## config.mk

```make
export PLATFORM = sky130hd
export DESIGN_NAME = sdf_combine
export DESIGN_NICKNAME = d
export VERILOG_FILES = /design/src/rtl/sdf_combine.sv
export SDC_FILE = /design/constraint.sdc
export NUM_CORES = 1
export LEC_CHECK = 0
export CORE_UTILIZATION = 35
export CTS_CLUSTER_DIAMETER = 60
export CTS_CLUSTER_SIZE = 20
export DETAILED_ROUTE_END_ITERATION = 6
export PLACE_DENSITY = 0.66
export REMOVE_ABC_BUFFERS = 1
export SETUP_SLACK_MARGIN = 0.02
export SLEW_MARGIN = 30
export SYNTH_ARGS = -nofsm -noshare
export SYNTH_HDL_FRONTEND = slang
export SYNTH_SLANG_ARGS = --single-unit
```

## constraint.sdc

```tcl
create_clock -name clk -period 3.05 [get_ports clk]
set_input_delay 0.61 -clock clk [delete_from_list [all_inputs] [get_ports clk]]
set_output_delay 0.61 -clock clk [all_outputs]
set_load 0.02 [all_outputs]
```

## src/rtl/sdf_combine.sv

```systemverilog
// Aligns NUM_CH primitive distance pipelines and folds them through a registered min/max chain.
// Optional difference mode (op 10, channels 1..N-1 negated) is built only with `SDF_COMBINE_DIFF_EN.
module sdf_combine #(
  parameter int                  NUM_CH = 2,
  parameter logic [5*NUM_CH-1:0] CH_LAT = {5'd11, 5'd9}
) (
  input  logic                 clk,
  input  logic                 rst_n,
  input  logic                 i_valid,
  input  logic [1:0]           i_op,
  input  logic [27*NUM_CH-1:0] i_dist,
  output logic                 o_valid,
  output logic [26:0]          o_dist,
  output logic [1:0]           o_id
);

  function automatic int lat_of(input int ch);
    return int'(CH_LAT[5*ch +: 5]);
  endfunction

  function automatic int max_lat();
    int m;
    m = 0;
    for (int i = 0; i < NUM_CH; i++) begin
      if (lat_of(i) > m) m = lat_of(i);
    end
    return m;
  endfunction

  localparam int MAX_LAT  = max_lat();
  localparam int PIPE_LEN = MAX_LAT + NUM_CH - 1;
  localparam int OP_LEN   = (PIPE_LEN > 1) ? PIPE_LEN - 1 : 1;

  // Strict a < b; signed-magnitude order, with +0 and -0 treated as equal.
  function automatic logic dist_lt(input logic [26:0] a, input logic [26:0] b);
    if ((a[25:0] == 26'd0) && (b[25:0] == 26'd0)) return 1'b0;
    if (a[26] != b[26]) return a[26];
    if (!a[26]) return a[25:0] < b[25:0];
    return a[25:0] > b[25:0];
  endfunction

  logic [26:0] aligned [NUM_CH];
  logic [26:0] chain_d [NUM_CH];
  logic [1:0]  chain_i [NUM_CH];
  logic        vld_q   [PIPE_LEN];
  logic [1:0]  op_q    [OP_LEN];
  logic [1:0]  op_tap  [OP_LEN+1];

  // Channel k>0 gets k-1 extra stages so it meets the chain at fold stage k.
  for (genvar c = 0; c < NUM_CH; c++) begin : g_align
    localparam int DLY = MAX_LAT - lat_of(c) + ((c > 0) ? c - 1 : 0);
    if (DLY == 0) begin : g_pass
      assign aligned[c] = i_dist[27*c +: 27];
    end else begin : g_dly
      logic [26:0] dly_q [DLY];
      always_ff @(posedge clk or negedge rst_n) begin
        if (!rst_n) begin
          for (int j = 0; j < DLY; j++) dly_q[j] <= '0;
        end else begin
          dly_q[0] <= i_dist[27*c +: 27];
          for (int j = 1; j < DLY; j++) dly_q[j] <= dly_q[j-1];
        end
      end
      assign aligned[c] = dly_q[DLY-1];
    end
  end

  always_ff @(posedge clk or negedge rst_n) begin
    if (!rst_n) begin
      for (int j = 0; j < PIPE_LEN; j++) vld_q[j] <= 1'b0;
      for (int j = 0; j < OP_LEN; j++)   op_q[j]  <= 2'b00;
    end else begin
      vld_q[0] <= i_valid;
      op_q[0]  <= i_op;
      for (int j = 1; j < PIPE_LEN; j++) vld_q[j] <= vld_q[j-1];
      for (int j = 1; j < OP_LEN; j++)   op_q[j]  <= op_q[j-1];
    end
  end

  // op_tap[m] is the op of the launch whose fold happens at the coming edge, m cycles after launch.
  assign op_tap[0] = i_op;
  for (genvar j = 1; j <= OP_LEN; j++) begin : g_op_tap
    assign op_tap[j] = op_q[j-1];
  end

  assign chain_d[0] = aligned[0];
  assign chain_i[0] = 2'd0;

  for (genvar k = 1; k < NUM_CH; k++) begin : g_stage
    logic [1:0]  stage_op;
    logic [26:0] cand;
    logic        take;
    logic [26:0] acc_d;
    logic [1:0]  acc_i;

    assign stage_op = op_tap[MAX_LAT + k - 1];

    always_comb begin
      cand = aligned[k];
      take = 1'b0;
`ifdef SDF_COMBINE_DIFF_EN
      if (stage_op == 2'b10) cand = {~aligned[k][26], aligned[k][25:0]};
      if ((stage_op == 2'b01) || (stage_op == 2'b10)) take = dist_lt(chain_d[k-1], cand);
      else                                             take = dist_lt(cand, chain_d[k-1]);
`else
      if (stage_op == 2'b01) take = dist_lt(chain_d[k-1], cand);
      else                   take = dist_lt(cand, chain_d[k-1]);
`endif
    end

    // Ties keep the running result, so the lowest channel index wins.
    always_ff @(posedge clk or negedge rst_n) begin
      if (!rst_n) begin
        acc_d <= '0;
        acc_i <= 2'd0;
      end else begin
        acc_d <= take ? cand : chain_d[k-1];
        acc_i <= take ? 2'(k) : chain_i[k-1];
      end
    end

    assign chain_d[k] = acc_d;
    assign chain_i[k] = acc_i;
  end

  always_ff @(posedge clk or negedge rst_n) begin
    if (!rst_n) begin
      o_valid <= 1'b0;
      o_dist  <= '0;
      o_id    <= 2'd0;
    end else begin
      o_valid <= vld_q[PIPE_LEN-1];
      if (vld_q[PIPE_LEN-1]) begin
        o_dist <= chain_d[NUM_CH-1];
        o_id   <= chain_i[NUM_CH-1];
      end
    end
  end

endmodule

```

==> results.toml <==
[cts]
cts_buffer_depth = 2
cts_inserted_buffers = 17
cts_sinks = 145
htree_levels = 4
cts_tree = "built"
clk_pin_slew_ns = 0.05
cts_hold_buf = 0
clock-root-buffer = "clkbuf_16"
clock_latency_ns = 0.41

[logic_synthesis]
synth.area.top_cells = "dfrtp_1 69%, mux2_2 7.3%, ha_1 6.2%, mux2_4 5.5%, inv_1 2.1%"
netlist_area_sq_um = 5226
synth_edf_count = 0
syn-mean-instance-area_sq_um = 15.79
yosysMostFrequentCell = "dfrtp_1"
yosys_warnings = 0
synth-async-reset-ratio_pct = 100.0
yosysUniqueCellTypes = 35
ys_seq_area_share_pct = 69.43
yosys_register_bits = 145
synth_top_area_cell = "dfrtp_1"
netlist.area_leader.share_pct = 69.43
synth_ff_type = "dfrtp_1"
syn_inst = 331
synth_common_cells = "145 x dfrtp_1, 34 x mux2_2, 29 x inv_1"

[die]
start_util_pct = 35.96
core-area_sq_um = 14530
rows = 44
ios = 89
dieArea_sq_um = 15420
fp.dieW_um = 124.2
fp.dieH_um = 124.2

[timing]
setup_violations = 0
max_freq_ghz = 0.3382
final_hold_viol_count = 0
min_period_ns = 2.956
slew_headroom_pct = 59.54
worstMarginPinSlew_ns = 0.6069
fin_crit_sh_pct = 96.93
fin_setup_tns_ns = 0
drv_slew = 0
fin_skew_ns = 0.005609

[worst_hold_path]
hold_path.class = "primary input to asynchronous set/reset pin"

[global_route]
grt_pass1_wl_mm = 16.88
grt_antenna_before_repair = 0
grt-ovfl-total = 0
grt_max_degree = 68
grt_pass1_vias = 3335
grt.total_usage_pct = 15.36

[final_layout]
diodes = 0
fillers = 1237
drive_gt1_share_pct = 30.66
fin_nets = 559
area_growth_pct = 42.42
post-route-util_pct = 51.21

[power]
pwr-share-comb_pct = 14.7
p_sw_w = 0.001164
peakVddDrop_mv = 0.3604
p_clk_share_pct = 41.8
p_seq_share_pct = 43.4
p_leak_nw = 3.489
switching_share_pct = 23.01
p_per_area_nw_per_um2 = 680.0
p_int_w = 0.003897

[critical_path]
arrival_ns = 3.25
r2r_slack_ns = 0.27
reg2reg_depth = 12
critical_path_class = "primary input to register"
r2r-end = "g_stage[1].acc_d[24]$_DFF_PN0_"
cp-start-kind = "primary input"
crit_start = "i_dist[32]"
r2r-start = "aligned[50]$_DFF_PN0_"
required_ns = 3.34
crit_fanout = 6
crit_path_end_kind = "register"

[placement]
io_buffer_count = 87
dp_hpwl_mm = 7.719
place.gp.congestion = 0.8391

[route]
dr.pass1.iters = 4
antenna_left = 0
finalWirelength_mm = 10.64
drtIter0Drc = 111
vias = 3046
via_per_inst = 4.546
drc_errors = 0
post_drt_wl_per_cell_um = 15.88

[outcome]
status = "completed"

[run]
drv_cap = 0
-- kinds of logic after synthesis --
family                   after synthesis  synth area share, %
other                                  1              0.07175
AND/OR/NAND/NOR                       45                5.147
buffers and inverters                 36                3.328
adder cells (fa/ha/maj)               26                6.225
XOR/XNOR                               2               0.3352
multiplexers                          53                12.78
AO/OA/AOI/OAI                         23                2.681
flip-flops                           145                69.43
-- cells in the final DEF (no fill, tap or decap), drive strengths merged --
cell           count
nand2              8
conb               1
or4                1
a211oi             2
dlymetal6s2s      16
nand2b             2
clkinv             8
dfrtp            145
nor4              14
clkdlybuf4s50     70
xnor2              2
clkbuf            19
mux2              53
a2111oi            1
and2               1
bufinv             4
buf               43
nor3               1
and4               1
nand4              7
ha                26
inv               31
a22oi              1
a22o               1
nor2               6
nand3              2
a21oi             11
o211ai             1
a221oi             1
or3                1
nor2b              1
o21ai              5
-- cell type report --
type | instances | area [sq um] | share of cell area [%]
inverter | 30 | 117.6 | 1.580
multi-input combinational | 150 | 1559 | 20.94
clock buffer | 18 | 429.2 | 5.766
clock inverter | 13 | 187.7 | 2.521
tap | 184 | 230.2 | 3.093
timing repair buffer | 130 | 1290 | 17.33
sequential | 145 | 3630 | 48.76
-- worst max path at each step --
stage,endpoint,slack (ns),cells past startpoint
floorplan,g_stage[1].acc_d[10]$_DFF_PN0_,0.20,9
global placement,g_stage[1].acc_d[15]$_DFF_PN0_,-0.52,11
detailed placement,g_stage[1].acc_d[18]$_DFF_PN0_,-0.57,11
CTS,g_stage[1].acc_d[14]$_DFF_PN0_,0.06,11
global route,g_stage[1].acc_d[24]$_DFF_PN0_,-0.002,11
finish,g_stage[1].acc_d[24]$_DFF_PN0_,0.09,11
-- repair_timing --
action                     CTS  global route
setup buffers                0             2
hold endpoints to repair     0             0
gates resized for setup      2            34
pin swaps                    0            25
cloned                       0             1
setup endpoints to repair   19            19
-- worst max-delay path, stage by stage --
cell	delay (ns)
clkdlybuf4s50_1	0.54
ha_4	0.23
a21oi_2	0.16
o21ai_2	0.09
a2111oi_4	0.31
o211ai_1	0.15
and2_1	0.19
or3_4	0.41
inv_6	0.10
clkbuf_16	0.15
mux2_4	0.30
-- metrics by stage --
stage               power, W  area [sq um]  setup slack [ns]  hold WS (ns)  cells
floorplan           0.002532          5167            0.2013        0.3144    325
global placement    0.002928          6608           -0.5161        0.3319    636
detailed placement  0.002946          6609           -0.5696        0.3347    636
CTS                 0.005088          7232           0.05799        0.1940    667
global route        0.005272          7443         -0.001866        0.2270    670
finish              0.005061          7443           0.09359        0.1823    670
-- per-layer routing --
| metal | part of all wire (%) | track usage, % | up-vias |
|---|---|---|---|
| li1 | - | - | 1424 |
| met5 | 0 | 0 | - |
| met2 | 51 | 24.00 | 62 |
| met3 | 3.0 | 3.800 | 28 |
| met4 | 3.5 | 10.04 | 0 |
| met1 | 43 | 18.91 | 1532 |
-- sequential cells by signal, indices dropped and copies added (netlist names) --
register / count
g_stage.acc_d: 27
g_align.g_dly.dly_q: 27
op_q: 20
g_stage.acc_i: 1
vld_q: 12
aligned: 27
o_dist: 27
o_id: 1
o_valid: 1
g_stage.stage_op: 2
-- power by group through the flow --
stage	sequential, W	clock [W]	combinational (W)
finish	0.00220	0.00212	0.000745
global route	0.00222	0.00225	0.000805
CTS	0.00220	0.00217	0.000719
detailed placement	0.00223	0	0.000713
global placement	0.00223	0	0.000701
floorplan	0.00229	0	0.000246
Power figures use the tool's default switching activity.
